--- src/rtl/mips_inst_driver.sv ---
// Pseudo-random MIPS ALU instruction transmitter: issues one instruction per
// pcEn strobe, waits for the checker's OpDone, and tallies passes/timeouts.
package AluCtrlSig_pkg;
  localparam logic [5:0] ADD_op  = 6'b000000;
  localparam logic [5:0] ADDI_op = 6'b001000;
  localparam logic [5:0] AND_fn  = 6'd0;
  localparam logic [5:0] OR_fn   = 6'd1;
  localparam logic [5:0] ADD_fn  = 6'd2;
  localparam logic [5:0] SUB_fn  = 6'd6;
  localparam logic [5:0] SLT_fn  = 6'd7;
  localparam logic [5:0] NOR_fn  = 6'd12;
  localparam logic [5:0] XOR_fn  = 6'd13;
endpackage

module mips_inst_driver #(
  parameter int          NUM_INST = 16,
  parameter int          TIMEOUT  = 8,
  parameter int          GAP      = 2,
  parameter logic [31:0] SEED     = 32'hACE1_2345
) (
  input  logic                  clk,
  input  logic                  rst_n,
  mips_inst_driver_if.master    bus
);
  import AluCtrlSig_pkg::*;

  typedef enum logic [2:0] {
    S_IDLE  = 3'd0,
    S_ISSUE = 3'd1,
    S_WAIT  = 3'd2,
    S_GAP   = 3'd3,
    S_DONE  = 3'd4
  } state_t;

  localparam logic [31:0] SEED_EFF   = (SEED == 32'h0) ? 32'h0000_0001 : SEED;
  localparam logic [31:0] NUM_INST_U = 32'(NUM_INST);
  localparam logic [31:0] TIMEOUT_M1 = 32'(TIMEOUT - 1);
  localparam logic [31:0] GAP_M1     = 32'(GAP - 1);
  localparam logic [31:0] LFSR_TAPS  = 32'h8020_0003;

  state_t      state_r;
  logic [31:0] lfsr_r;
  logic [31:0] issue_cnt_r;
  logic [31:0] wait_cnt_r;
  logic [31:0] gap_cnt_r;
  logic [31:0] inst_r;
  logic        pc_en_r;
  logic        busy_r;
  logic        done_r;
  logic [15:0] pass_cnt_r;
  logic [15:0] fail_cnt_r;

  logic        run_req_s;
  logic        gap_end_s;
  logic        launch_s;

  // Galois right-shift step; a non-zero state never maps to zero.
  function automatic logic [31:0] lfsr_step(input logic [31:0] l);
    logic [31:0] nxt;
    nxt = {1'b0, l[31:1]};
    if (l[0]) begin
      nxt = nxt ^ LFSR_TAPS;
    end else begin
      nxt = nxt;
    end
    return nxt;
  endfunction

  function automatic logic [5:0] funct_sel(input logic [2:0] idx);
    logic [5:0] fn;
    case (idx)
      3'd0:    fn = ADD_fn;
      3'd1:    fn = SUB_fn;
      3'd2:    fn = AND_fn;
      3'd3:    fn = OR_fn;
      3'd4:    fn = NOR_fn;
      3'd5:    fn = SLT_fn;
      3'd6:    fn = XOR_fn;
      default: fn = ADD_fn;
    endcase
    return fn;
  endfunction

  // rd of zero would make the result unobservable, so it is forced to r1.
  function automatic logic [31:0] build_inst(input logic [25:0] l);
    logic [4:0]  rd;
    logic [31:0] word;
    rd = (l[15:11] == 5'd0) ? 5'd1 : l[15:11];
    if (l[2:0] == 3'd7) begin
      word = {ADDI_op, l[25:21], l[20:16], l[15:0]};
    end else begin
      word = {ADD_op, l[25:21], l[20:16], rd, 5'd0, funct_sel(l[5:3])};
    end
    return word;
  endfunction

  function automatic logic [15:0] sat_inc(input logic [15:0] v);
    return (v == 16'hFFFF) ? v : (v + 16'h0001);
  endfunction

  // Decode when the next edge launches a new instruction.
  always_comb begin
    run_req_s = bus.start && ((state_r == S_IDLE) || (state_r == S_DONE));
    gap_end_s = (state_r == S_GAP) && (gap_cnt_r == GAP_M1);
    launch_s  = (run_req_s && (NUM_INST_U != 32'd0)) ||
                (gap_end_s && (issue_cnt_r < NUM_INST_U));
  end

  // Run-control state machine with registered outputs.
  always_ff @(posedge clk or negedge rst_n) begin
    if (!rst_n) begin
      state_r     <= S_IDLE;
      lfsr_r      <= SEED_EFF;
      issue_cnt_r <= 32'd0;
      wait_cnt_r  <= 32'd0;
      gap_cnt_r   <= 32'd0;
      inst_r      <= 32'd0;
      pc_en_r     <= 1'b0;
      busy_r      <= 1'b0;
      done_r      <= 1'b0;
      pass_cnt_r  <= 16'd0;
      fail_cnt_r  <= 16'd0;
    end else begin
      pc_en_r <= 1'b0;
      if (run_req_s) begin
        pass_cnt_r <= 16'd0;
        fail_cnt_r <= 16'd0;
      end
      if (launch_s) begin
        state_r     <= S_ISSUE;
        pc_en_r     <= 1'b1;
        inst_r      <= build_inst(lfsr_r[25:0]);
        lfsr_r      <= lfsr_step(lfsr_r);
        issue_cnt_r <= (run_req_s ? 32'd0 : issue_cnt_r) + 32'd1;
        busy_r      <= 1'b1;
        done_r      <= 1'b0;
      end else begin
        case (state_r)
          S_IDLE, S_DONE: begin
            if (run_req_s) begin
              state_r     <= S_DONE;
              issue_cnt_r <= 32'd0;
              busy_r      <= 1'b0;
              done_r      <= 1'b1;
            end
          end
          S_ISSUE: begin
            state_r    <= S_WAIT;
            wait_cnt_r <= 32'd0;
          end
          S_WAIT: begin
            // A pass in the last WAIT cycle takes priority over the timeout.
            if (bus.OpDone) begin
              pass_cnt_r <= sat_inc(pass_cnt_r);
              state_r    <= S_GAP;
              gap_cnt_r  <= 32'd0;
            end else if (wait_cnt_r == TIMEOUT_M1) begin
              fail_cnt_r <= sat_inc(fail_cnt_r);
              state_r    <= S_GAP;
              gap_cnt_r  <= 32'd0;
            end else begin
              wait_cnt_r <= wait_cnt_r + 32'd1;
            end
          end
          S_GAP: begin
            if (gap_end_s) begin
              state_r <= S_DONE;
              busy_r  <= 1'b0;
              done_r  <= 1'b1;
            end else begin
              gap_cnt_r <= gap_cnt_r + 32'd1;
            end
          end
          default: begin
            state_r <= S_IDLE;
            busy_r  <= 1'b0;
            done_r  <= 1'b0;
          end
        endcase
      end
    end
  end

  assign bus.inst     = inst_r;
  assign bus.pcEn     = pc_en_r;
  assign bus.busy     = busy_r;
  assign bus.done     = done_r;
  assign bus.pass_cnt = pass_cnt_r;
  assign bus.fail_cnt = fail_cnt_r;

endmodule

--- src/rtl/mips_inst_driver_if.sv ---
// Handshake bundle between the instruction driver, the processor under test
// and the result checker.
interface mips_inst_driver_if;
  logic        start;
  logic        OpDone;
  logic [31:0] inst;
  logic        pcEn;
  logic        busy;
  logic        done;
  logic [15:0] pass_cnt;
  logic [15:0] fail_cnt;

  modport master (
    input  start,
    input  OpDone,
    output inst,
    output pcEn,
    output busy,
    output done,
    output pass_cnt,
    output fail_cnt
  );

  modport slave (
    output start,
    output OpDone,
    input  inst,
    input  pcEn,
    input  busy,
    input  done,
    input  pass_cnt,
    input  fail_cnt
  );
endinterface

--- src/flat_wrapper.sv ---
// flat-port wrapper written by rule: the top's interface ports become plain ports
module mips_inst_driver_flat import AluCtrlSig_pkg::*;
#(
  parameter int          NUM_INST = 16,
  parameter int          TIMEOUT  = 8,
  parameter int          GAP      = 2,
  parameter logic [31:0] SEED     = 32'hACE1_2345
)
  (clk, rst_n, bus_start, bus_OpDone, bus_inst, bus_pcEn, bus_busy, bus_done, bus_pass_cnt, bus_fail_cnt);
  mips_inst_driver_if bus_i ();
  input  logic clk;
  input  logic rst_n;
  input wire logic [$bits(bus_i.start)-1:0] bus_start;
  input wire logic [$bits(bus_i.OpDone)-1:0] bus_OpDone;
  output wire logic [$bits(bus_i.inst)-1:0] bus_inst;
  output wire logic [$bits(bus_i.pcEn)-1:0] bus_pcEn;
  output wire logic [$bits(bus_i.busy)-1:0] bus_busy;
  output wire logic [$bits(bus_i.done)-1:0] bus_done;
  output wire logic [$bits(bus_i.pass_cnt)-1:0] bus_pass_cnt;
  output wire logic [$bits(bus_i.fail_cnt)-1:0] bus_fail_cnt;
  assign bus_i.start = bus_start;
  assign bus_i.OpDone = bus_OpDone;
  assign bus_inst = bus_i.inst;
  assign bus_pcEn = bus_i.pcEn;
  assign bus_busy = bus_i.busy;
  assign bus_done = bus_i.done;
  assign bus_pass_cnt = bus_i.pass_cnt;
  assign bus_fail_cnt = bus_i.fail_cnt;
  mips_inst_driver #(.NUM_INST(NUM_INST), .TIMEOUT(TIMEOUT), .GAP(GAP), .SEED(SEED)) u_core (.clk(clk), .rst_n(rst_n), .bus(bus_i));
endmodule
--- config.mk ---
export PLATFORM = sky130hd
export DESIGN_NAME = mips_inst_driver_flat
export DESIGN_NICKNAME = d
export VERILOG_FILES = /design/src/rtl/mips_inst_driver.sv /design/src/rtl/mips_inst_driver_if.sv /design/src/flat_wrapper.sv
export SDC_FILE = /design/constraint.sdc
export NUM_CORES = 1
export LEC_CHECK = 0
export CAP_MARGIN = 15
export CORE_MARGIN = 5
export CORE_UTILIZATION = 35
export DETAILED_ROUTE_END_ITERATION = 10
export SKIP_LAST_GASP = 1
export SLEW_MARGIN = 20
export SYNTH_ARGS = -nofsm -noshare
export SYNTH_HDL_FRONTEND = slang
export SYNTH_SLANG_ARGS = --single-unit
--- constraint.sdc ---
create_clock -name clk -period 5.6 [get_ports clk]
set_clock_uncertainty 0.2 [all_clocks]
set_input_delay 1.12 -clock clk [delete_from_list [all_inputs] [get_ports clk]]
set_output_delay 1.12 -clock clk [all_outputs]
set_load 0.05 [all_outputs]
**Word level (Yosys, flattened, before mapping)**

Cells that the tools add are included.

- Register bits after elaboration: 198
- Output and inout port bits: 67

- Add/subtract/negate cells: 5
- Order comparisons: 1
- Equal/unequal tests: 25
- Multiplexer cells: 40
- Bitwise operators: 2
- Reductions and logical operators: 16

Operator list:

| operator | number |
|---|---|
| 32-bit two-way mux | 9 |
| 16-bit two-way mux | 11 |
| 32-bit case mux with 2 select lines | 2 |
| 32-bit by 1-bit adder with 32-bit output (second input constant) | 3 |
| 16-bit by 1-bit adder with 16-bit output (second input constant) | 2 |
| 16-bit equality test (second input constant) | 2 |
| 32-bit by 1-bit equality test with 1-bit output (second input constant) | 1 |
| 32-bit by 3-bit equality test with 1-bit output (second input constant) | 1 |
| 32-bit by 5-bit < comparator with 1-bit output (second input constant) | 1 |
| 30-bit two-way mux | 1 |
| 4-bit case mux with 6 select lines | 1 |
| 3-bit equality test (second input constant) | 5 |
| 3-bit two-way mux | 5 |
| 3-bit by 2-bit equality test with 1-bit output (second input constant) | 4 |
| 3-bit case mux with 4 select lines | 1 |
| 4-bit AND reduction | 2 |
| 1-bit two-way mux | 7 |
| 3-bit by 1-bit equality test with 1-bit output (second input constant) | 2 |
| 2-bit != test (second input constant) | 3 |
| 3-bit by 1-bit != test with 1-bit output (second input constant) | 2 |
| 1-bit case mux with 3 select lines | 2 |
| 3-bit AND reduction | 2 |
| 2-bit nonzero test | 3 |
| 5-bit logical NOT | 1 |
| other kinds (12) | 16 |

**Logic depth before layout (Yosys ltp)**

Gate-level depths: netlist of run 1.

- Depth in word-level cells: 8
- Gate-level depth with buffers: 10

**Least setup slack after synthesis of run 1**

No wires, ideal clock.

- Path kind: input port to flip-flop
- Start point: input bus_start
- End point: register u_core.issue_cnt_r[4]
- Library setup time: 133 ps
- Data arrival time: 2,488 ps
- Required time: 5,267 ps
- Path slack: 2,779 ps
- Stages: 7
- Buffers on the path: 2
- Cells stage by stage: or3b_2 > clkbuf_1 > clkbuf_1 > and2_1 > ha_1 > a41oi_1 > nor2_1

- Longest elaborated chain between the ends: 4
- Elaborated cells on any way between the ends: 7
- Classes of those cells: add/sub (1); mux (3); reduce/logical (3)

Ends and longest elaborated chain:

| item | line | source |
|---|---|---|
| from (decl) | flat_wrapper.sv:13 | `input wire logic [$bits(bus_i.start)-1:0] bus_start;` |
| 1-bit logical AND (*) | mips_inst_driver.sv:103 | `run_req_s = bus.start && ((state_r == S_IDLE) \|\| (state_r == S_DONE));` |
| 32-bit two-way mux | mips_inst_driver.sv:134 | `issue_cnt_r <= (run_req_s ? 32'd0 : issue_cnt_r) + 32'd1;` |
| 32-bit by 1-bit adder with 32-bit output / 32-bit two-way mux (equally long branches) | - |  |
| 32-bit two-way mux | mips_inst_driver.sv:129 | `if (launch_s) begin` |
| to (signal assigned) | mips_inst_driver.sv:134 |  |
| to (decl) | mips_inst_driver.sv:43 | `logic [31:0] issue_cnt_r;` |

Every way passes the cells marked *; elsewhere a longest branch is shown, timed or not. The select of a mux whose other input is x is not followed.
A chain may end at the register's enable or synchronous reset.

**Worst setup path in the final report of run 1**

- Start point: input bus_OpDone
- End point: register u_core.wait_cnt_r[30]

- Longest elaborated chain between the ends: 2

Ends and longest elaborated chain:

| item | line | source |
|---|---|---|
| from (decl) | flat_wrapper.sv:14 | `input wire logic [$bits(bus_i.OpDone)-1:0] bus_OpDone;` |
| 2-bit != test (no source line) | - |  |
| 4-bit AND reduction (no source line) | - |  |
| to (signal assigned) | mips_inst_driver.sv:162 | `wait_cnt_r <= wait_cnt_r + 32'd1;` |
| to (decl) | mips_inst_driver.sv:44 | `logic [31:0] wait_cnt_r;` |

Every way passes these cells.

==> impl_metrics.json, run 1 <==
{
  "synth-xor-area-share": 0.0112,
  "drt-initial-drc-count": 503,
  "path_max_fanout": 19,
  "startpoint": "bus_OpDone",
  "netSwitchingPower_uw": 1160,
  "grt_max_degree": 99,
  "p_clk_frac": 0.360,
  "ys_seq_area_frac": 0.502,
  "start_util": 0.357,
  "p_sw_frac": 0.330,
  "synth-compound-area-share": 0.139,
  "yosysMostFrequentCell": "nand2_1",
  "cts_root_buf": "clkbuf_16",
  "postSynthAreaPerCell_um2": 9.25,
  "worst_r2r_endpoint": "u_core.bus.fail_cnt[0]$_DFFE_PN0P_",
  "critical_path.endpoint": "u_core.wait_cnt_r[30]$_DFFE_PN0P_",
  "ys_types": 72,
  "cap_viol_max_count": 0,
  "first_global_vias": 7206,
  "cellLeakagePower_uw": 0.00469,
  "hold_buffers": 0,
  "grt_usage": 0.148,
  "drv_slew": 0,
  "syn_to_final_growth_pct": 16.2,
  "fin_util": 0.415,
  "first_pass_iters": 5,
  "viasPerCell": 5.47,
  "cts_sinks": 187,
  "antenna_found_initial": 0,
  "num_antenna_cells": 0,
  "yosys.area.top_type": "dfrtp_1",
  "drive_gt1_frac": 0.0731,
  "tightestPinTransition_ns": 1.02,
  "gp_congestion": 0.836,
  "antenna_left": 0,
  "synth.area.mux_share": 0.0205,
  "yosys.area.top_type_share": 0.463,
  "overflow": 0,
  "clk_latency_ns": 0.44,
  "cts_resized": 0,
  "ys_ff_latch": 187,
  "worst-r2r-setup-slack_ns": 2.42,
  "tns_ns": 0,
  "grt_pass1_wl_um": 37700,
  "finalSetupViolCount": 0,
  "drc_errors": 0,
  "yosys-top-cells-area": "dfrtp_1 (46%), nand2_1 (7.9%), dfstp_2 (3.9%)",
  "worstPathArrival_ns": 3.58,
  "yosys.area_share.simple": 0.278,
  "cts_buffer_depth": 2,
  "drt-total-wl_um": 22300,
  "coreArea_mm2": 0.0262,
  "finalCriticalPeriod_ns": 3.43,
  "cts_buffers": 17,
  "rows": 59,
  "hold_class": "reg -> reg",
  "fillCellCount": 2504,
  "required_ns": 5.76,
  "die_w_um": 173,
  "cts_tree": "built",
  "intPower_uw": 2350,
  "ys_async_sr_fraction": 1.00,
  "maxClockFrequency_mhz": 292,
  "ir_worst_vdd_mv": 0.192,
  "relSlewSlack": 0.316,
  "worstSetupPathType": "in -> reg",
  "status": "finished, final reports clean",
  "io_pins": 71,
  "portBuffers": 65,
  "hpwl_um": 14600,
  "wl_per_cell_um": 16.1,
  "combinationalPowerShare": 0.161,
  "synth_top_family_by_area": "simple AND/OR/NAND/NOR gates",
  "final_nets": 1052,
  "postCtsSetupRepairBufs": 0,
  "synth_edf_count": 0,
  "synth_fa_ha_area_frac": 0.00936,
  "hold_viol_final": 0,
  "synthCells": 1011,
  "end_kind": "flop",
  "rsz0062_at_grt": "false",
  "die_y_um": 173,
  "power_density_mw_per_mm2": 323,
  "seqPwrFrac": 0.479,
  "worstRegToRegCells": 5,
  "start_kind": "input port",
  "reg2reg_from": "u_core.state_r[0]$_DFFE_PN0P_",
  "vias": 7602,
  "die_area_mm2": 0.0301,
  "clkTransAtPathRegs_ns": 0.08,
  "synth_flop_cell": "dfrtp_1",
  "synth_warnings": 0,
  "post-route-period-util": 0.612,
  "mappedNetlistArea_mm2": 0.00935,
  "ys_top_cells_by_count": "nand2_1 (198), dfrtp_1 (173), o21ai_0 (57)",
  "htreeDepth": 4
}
cell type report:
cell class | count | area, um2 | area share
inverters | 12 | 45.0 | 0.00415
multi-input cells | 750 | 4360 | 0.402
flip-flops and latches | 187 | 4700 | 0.432
clock inverters | 15 | 201 | 0.0185
repair buffers | 73 | 714 | 0.0658
well taps | 335 | 419 | 0.0386
clock buffers | 17 | 425 | 0.0392
through the flow:
stage	area (um2)	instances	hold slack, ns	setup WS (ns)	total power, uW
6_report	10900	1389	0.255	2.17	3510
5_1_grt	10900	1389	0.268	2.08	3690
4_1_cts	10900	1389	0.259	2.24	3540
3_5_place_dp	10200	1357	0.247	1.79	2270
3_3_place_gp	10200	1356	0.241	1.76	2260
2_1_floorplan	9370	1015	0.235	2.78	2050
flip-flops by register name, indices dropped and copies added (netlist names), 3 cells and up:
register,count
u_core.gap_cnt_r,32
u_core.issue_cnt_r,32
u_core.lfsr_r,32
u_core.wait_cnt_r,32
u_core.bus.inst,21
u_core.bus.fail_cnt,16
u_core.bus.pass_cnt,16
u_core.state_r,3
per-layer routing:
| layer | vias to the layer above | wire length (um) | track usage |
|---|---|---|---|
| met5 | - | 0 | 0 |
| met4 | 0 | 306 | 0.0429 |
| met3 | 17 | 582 | 0.0253 |
| met2 | 133 | 10000 | 0.227 |
| met1 | 3736 | 11400 | 0.216 |
| li1 | 3716 | - | - |
critical path: stages:
cell,delay (ns)
clkdlybuf4s50_1,0.58
nand4bb_1,0.19
buf_4,0.25
and2_1,0.20
o211ai_1,0.33
buf_4,0.31
or4_1,0.46
a21oi_1,0.15
power groups by stage:
stage	combinational (uW)	clock (uW)	sequential, uW
3_3_place_gp	555	0	1700
2_1_floorplan	327	0	1730
6_report	566	1270	1680
3_5_place_dp	567	0	1700
5_1_grt	636	1350	1710
4_1_cts	571	1290	1680
kinds of logic (layout without fill, tap and decap cells):
logic type,Yosys count,in the layout
simple gates,501,501
compound gates,207,207
flops,187,187
buf+inv,78,117
mux,18,18
xor+xnor,12,12
fa+ha+maj,7,7
other cells,1,5
worst min-delay path by stage:
stage	from	end	cells past startpoint
6_report	u_core.lfsr_r[29]$_DFFE_PN1P_	u_core.lfsr_r[29]$_DFFE_PN1P_	2
5_1_grt	u_core.lfsr_r[29]$_DFFE_PN1P_	u_core.lfsr_r[29]$_DFFE_PN1P_	2
4_1_cts	u_core.lfsr_r[29]$_DFFE_PN1P_	u_core.lfsr_r[29]$_DFFE_PN1P_	2
3_5_place_dp	u_core.lfsr_r[29]$_DFFE_PN1P_	u_core.lfsr_r[29]$_DFFE_PN1P_	2
3_3_place_gp	u_core.lfsr_r[29]$_DFFE_PN1P_	u_core.lfsr_r[29]$_DFFE_PN1P_	2
2_1_floorplan	u_core.lfsr_r[26]$_DFFE_PN1P_	u_core.lfsr_r[26]$_DFFE_PN1P_	2
cells in the final DEF (no fill, tap or decap), types with 7 or more instances in the layout:
cell,netlist,layout
o31ai_1,23,23
mux2i_1,12,12
clkdlybuf4s50_1,0,64
or4_1,19,19
nor3_1,13,13
or3_1,16,16
ha_1,7,7
nand3_1,52,52
clkbuf_16,0,17
nand2_1,198,198
and4_1,9,9
dfstp_2,14,14
a31oi_1,15,15
o211ai_1,8,8
and3_1,16,16
buf_4,11,8
o21ai_0,57,57
nand4_1,30,30
and2_1,32,32
nor4_1,35,35
inv_1,11,11
xnor2_1,7,7
nor2_1,39,38
nand2b_1,10,10
dfrtp_1,173,173
a21oi_1,55,55
Note: power is estimated with default switching activity, not from simulation.
==> inputs of run 2 (changes only) <==
Clock period 5.6 ns to 3.4 ns, I/O delays scaled along.
==> impl_metrics.json, run 2 (same netlist as run 1, synthesis figures left out) <==
{
  "hold_buffers": 0,
  "required_ns": 3.56,
  "num_antenna_cells": 0,
  "top_usage_layer": "met1",
  "worstPathCellList": "buf_4 > nand4b_1 > nor3_1 > o21ai_1 > or4_1 > a21oi_1",
  "status": "complete, but fails checks",
  "die_area_mm2": 0.0301,
  "worstPathArrival_ns": 2.95,
  "antenna_left": 0,
  "io_pins": 71,
  "mostFrequentLayoutCells": "nand2_1 (198), dfrtp_1 (173), clkdlybuf4s50_1 (64)",
  "drv_slew": 0,
  "wl_per_cell_um": 15.6,
  "worst-r2r-setup-slack_ns": 0.61,
  "gr-usage-met1": 0.221,
  "cts_buffer_depth": 2,
  "gr-usage-met3": 0.0251,
  "cts_root_buf": "clkbuf_16",
  "gp_congestion": 0.839,
  "grt_usage": 0.147,
  "start_util": 0.357,
  "syn_to_final_growth_pct": 18.2,
  "cts_resized": 0,
  "cts_buffers": 17,
  "worstRegToRegCells": 6,
  "ir_worst_vdd_mv": 0.308,
  "worstSetupPathType": "reg -> reg",
  "hpwl_um": 14900,
  "startpoint": "u_core.state_r[2]$_DFFE_PN0P_",
  "cellLeakagePower_uw": 0.00481,
  "power_density_mw_per_mm2": 530,
  "vias": 7658,
  "final_common_cell": "nand2_1",
  "overflow": 0,
  "final_nets": 1072,
  "grt_pass1_wl_um": 37700,
  "path_max_fanout": 16,
  "critical_path.endpoint": "u_core.wait_cnt_r[31]$_DFFE_PN0P_",
  "rsz0062_at_grt": "false",
  "cpPeakStageDelay_ns": 0.58,
  "violations": "negative hold slack",
  "place_ws_ns": 0.424,
  "coreArea_mm2": 0.0262,
  "cap_viol_max_count": 0,
  "die_y_um": 173,
  "clkTransAtPathRegs_ns": 0.09,
  "grt_max_degree": 63,
  "portBuffers": 65,
  "clk_latency_ns": 0.44,
  "finalCriticalPeriod_ns": 2.79,
  "die_w_um": 173,
  "start_kind": "flop",
  "viasPerCell": 5.44,
  "post-route-period-util": 0.820,
  "first_global_vias": 7260,
  "drive_gt1_frac": 0.0894,
  "worst_r2r_endpoint": "u_core.wait_cnt_r[31]$_DFFE_PN0P_",
  "cts_tree": "built",
  "relSlewSlack": 0.379,
  "tns_ns": 0,
  "end_kind": "flop",
  "drc_errors": 0,
  "met2_usage": 0.220,
  "hold_class": "in -> async",
  "cp_slowest_cell": "or4_1",
  "htreeDepth": 4,
  "reg2reg_from": "u_core.state_r[2]$_DFFE_PN0P_",
  "timing.final.ws_setup_ns": 0.613,
  "hold_ws_ns": -0.00733,
  "fillCellCount": 2581,
  "drt-total-wl_um": 22000,
  "cts_sinks": 187,
  "finalSetupViolCount": 0,
  "drt-initial-drc-count": 477,
  "antenna_found_initial": 1,
  "hold_viol_final": 2,
  "tightestPinTransition_ns": 0.924,
  "maxClockFrequency_mhz": 359,
  "postCtsSetupRepairBufs": 0,
  "rows": 59,
  "first_pass_iters": 5
}
==> run 2: changes by cell type in the layout (fill, tap and decap cells not counted), sizes merged <==
cell	before	now
buf	8	28
inv	18	22
clkinvlp	1	0
bufinv	1	0
clkinv	7	5
==> run 2: how the worst min path moves through the flow <==
stage / from / endpoint / slack, ns
after global routing: rst_n / u_core.bus.pass_cnt[0]$_DFFE_PN0P_ / 0.04
after CTS: rst_n / u_core.bus.pass_cnt[0]$_DFFE_PN0P_ / 0.01
after detailed placement: u_core.lfsr_r[29]$_DFFE_PN1P_ / u_core.lfsr_r[29]$_DFFE_PN1P_ / 0.24
after floorplan: rst_n / u_core.bus.busy$_DFFE_PN0P_ / 0.18
final: rst_n / u_core.bus.pass_cnt[0]$_DFFE_PN0P_ / -0.007
after global placement: u_core.lfsr_r[29]$_DFFE_PN1P_ / u_core.lfsr_r[29]$_DFFE_PN1P_ / 0.24
==> run 2: final cells by class <==
type | count | area [um2] | share of cell area
sequential | 187 | 4700 | 0.425
multi-input combinational | 750 | 4350 | 0.393
timing repair buffer | 93 | 890 | 0.0804
clock buffer | 17 | 425 | 0.0385
tap | 335 | 419 | 0.0379
clock inverter | 15 | 231 | 0.0209
inverter | 12 | 45.0 | 0.00407
==> run 2: routing by layer <==
layer / routed length [um] / vias up
li1: - / 3754
met1: 11000 / 3752
met2: 10100 / 134
met3: 694 / 18
met4: 244 / 0
met5: 0 / -
==> run 2: stage by stage <==
stage | cell area, um2 | instances | power, uW | util
after global routing | 11100 | 1409 | 6180 | 0.422
final | 11100 | 1409 | 5860 | 0.422
after global placement | 10400 | 1377 | 3730 | 0.397
after detailed placement | 10400 | 1377 | 3760 | 0.397
after floorplan | 9370 | 1015 | 3380 | -
after CTS | 11100 | 1409 | 5930 | 0.422
==> run 2: report_power, final <==
group	leakage, uW	internal, uW	total (uW)	switching (uW)
sequential	0.00248	2450	2760	315
combinational	0.00202	372	954	583
clock	0.000313	1050	2140	1090
total	0.00481	3870	5860	1990
==> run 2: critical path: cells and delay by family (launching register included) <==
family | cells | cell delay, ns
and+or+nand+nor | 3 | 1.34
AOI/OAI and AO/OA | 2 | 0.51
DFF | 1 | 0.46
buffers and inverters | 1 | 0.20
==> inputs of run 3 (changes only) <==
Clock period 3.4 ns to 2.2 ns, I/O delays scaled along.
==> impl_metrics.json, run 3 (same netlist as run 1, synthesis figures left out) <==
{
  "first_pass_iters": 7,
  "violations": "negative setup slack",
  "path_max_fanout": 5,
  "finalCriticalPeriod_ns": 2.34,
  "mostFrequentLayoutCells": "buf_4 (218), nand2_1 (197), dfrtp_1 (167)",
  "fillCellCount": 2389,
  "worstPathArrival_ns": 2.47,
  "grt_max_degree": 44,
  "drt-total-wl_um": 26900,
  "power_density_mw_per_mm2": 763,
  "multi_input_area_mm2": 0.00493,
  "grt_usage": 0.171,
  "cts_tree": "built",
  "hpwl_um": 17600,
  "critical_path.endpoint": "u_core.bus.fail_cnt[0]$_DFFE_PN0P_",
  "htreeDepth": 4,
  "cellLeakagePower_uw": 0.00614,
  "start_util": 0.357,
  "end_kind": "flop",
  "cts_buffers": 17,
  "regArea_mm2": 0.00470,
  "final_common_cell": "buf_4",
  "die_w_um": 173,
  "hold_class": "reg -> reg",
  "overflow": 0,
  "drive_gt1_frac": 0.334,
  "rows": 59,
  "relSlewSlack": 0.658,
  "cap_viol_max_count": 0,
  "drv_slew": 0,
  "clk_latency_ns": 0.45,
  "finalSetupViolCount": 41,
  "worstRegToRegCells": 7,
  "gp_congestion": 0.836,
  "syn_to_final_growth_pct": 40.8,
  "vias": 8591,
  "worst_r2r_endpoint": "u_core.bus.fail_cnt[0]$_DFFE_PN0P_",
  "tightestPinTransition_ns": 0.510,
  "status": "complete, but fails checks",
  "reg2reg_from": "u_core.wait_cnt_r[25]$_DFFE_PN0P_",
  "final_nets": 1264,
  "worstSetupPathType": "reg -> reg",
  "cts_buffer_depth": 2,
  "clkTransAtPathRegs_ns": 0.08,
  "start_kind": "flop",
  "drt-initial-drc-count": 666,
  "fin_util": 0.502,
  "hold_ws_ns": 0.253,
  "die_area_mm2": 0.0301,
  "viasPerCell": 5.37,
  "ir_worst_vdd_mv": 0.527,
  "wl_per_cell_um": 16.8,
  "maxClockFrequency_mhz": 428,
  "cts_sinks": 187,
  "io_pins": 71,
  "hold_viol_final": 0,
  "post-route-period-util": 1.06,
  "portBuffers": 65,
  "rsz0062_at_grt": "true",
  "die_y_um": 173,
  "cts_root_buf": "clkbuf_16",
  "worst-r2r-setup-slack_ns": -0.14,
  "startpoint": "u_core.wait_cnt_r[25]$_DFFE_PN0P_",
  "coreArea_mm2": 0.0262,
  "timing.final.ws_setup_ns": -0.138,
  "first_global_vias": 8204,
  "drc_errors": 0,
  "required_ns": 2.33,
  "num_antenna_cells": 0,
  "grt_pass1_wl_um": 42900,
  "antenna_found_initial": 0,
  "antenna_left": 0
}
==> run 3: cell count changes in the layout (fill, tap and decap cells not counted), sizes merged <==
| cell | previous run | this run |
|---|---|---|
| clkinvlp | 0 | 2 |
| bufinv | 0 | 1 |
| dlygate4sd2 | 0 | 22 |
| inv | 22 | 18 |
| dlygate4sd3 | 0 | 1 |
| buf | 28 | 256 |
| clkdlybuf4s50 | 64 | 2 |
| clkbuf | 18 | 21 |
| clkinv | 5 | 6 |
==> run 3: worst max-delay path, stage by stage (launching register included) <==
cell and delay, ns:
dfrtp_1 0.44, nor4_2 0.33, nand4_1 0.13, buf_4 0.18, nor3_4 0.21, buf_12 0.15, mux2_4 0.32, mux2_4 0.26
==> run 3: layer usage <==
| metal | GRT usage | share of wire |
|---|---|---|
| met1 | 0.236 | 0.46 |
| met2 | 0.276 | 0.48 |
| met3 | 0.0386 | 0.053 |
| met4 | 0.0402 | 0.011 |
| met5 | 0 | 0 |
==> run 3: repair_timing <==
item | in CTS | in global routing
gates cloned | 2 | 6
endpoints found under the hold margin | 34 | 0
pin swaps | 20 | 48
setup endpoints to repair | 121 | 143
hold buffers | 1 | 0
resized for setup | 61 | 114
setup buffers | 12 | 26
==> run 3: layout make-up <==
class	count	share of cell area
Clock inverter	15	0.0135
Timing Repair Buffer	285	0.187
Clock buffer	17	0.0323
Sequential cell	187	0.357
Tap cell	335	0.0318
Multi-Input combinational cell	750	0.374
Inverter	12	0.00380
==> run 3: how the worst min path moves through the flow <==
| stage | start | to | depth (start not counted) |
|---|---|---|---|
| 6_report | u_core.lfsr_r[29]$_DFFE_PN1P_ | u_core.lfsr_r[29]$_DFFE_PN1P_ | 2 |
| 4_1_cts | u_core.lfsr_r[31]$_DFFE_PN1P_ | u_core.lfsr_r[31]$_DFFE_PN1P_ | 2 |
| 5_1_grt | u_core.lfsr_r[31]$_DFFE_PN1P_ | u_core.lfsr_r[31]$_DFFE_PN1P_ | 2 |
| 3_3_place_gp | rst_n | u_core.gap_cnt_r[17]$_DFFE_PN0P_ | 1 |
| 2_1_floorplan | rst_n | u_core.bus.busy$_DFFE_PN0P_ | 0 |
| 3_5_place_dp | rst_n | u_core.gap_cnt_r[17]$_DFFE_PN0P_ | 1 |
==> run 3: per-stage QoR <==
step	instances	worst slack, ns	instance area (um2)	TNS (ns)	total power [uW]
floorplan	1015	-0.231	9460	-1.09	5250
global placement	1525	-0.368	11500	-19.22	6410
detailed placement	1525	-0.419	11500	-21.78	6450
CTS	1572	-0.131	12400	-1.95	9760
global route	1601	-0.219	13200	-7.78	10500
finish	1601	-0.138	13200	-2.37	10000
==> run 3: where the power goes <==
group / internal [uW] / switching [uW] / total [uW] / leakage (uW)
clock network: 1630 / 1540 / 3170 / 0.000292
registers: 3790 / 331 / 4120 / 0.00247
logic: 1310 / 1450 / 2750 / 0.00337
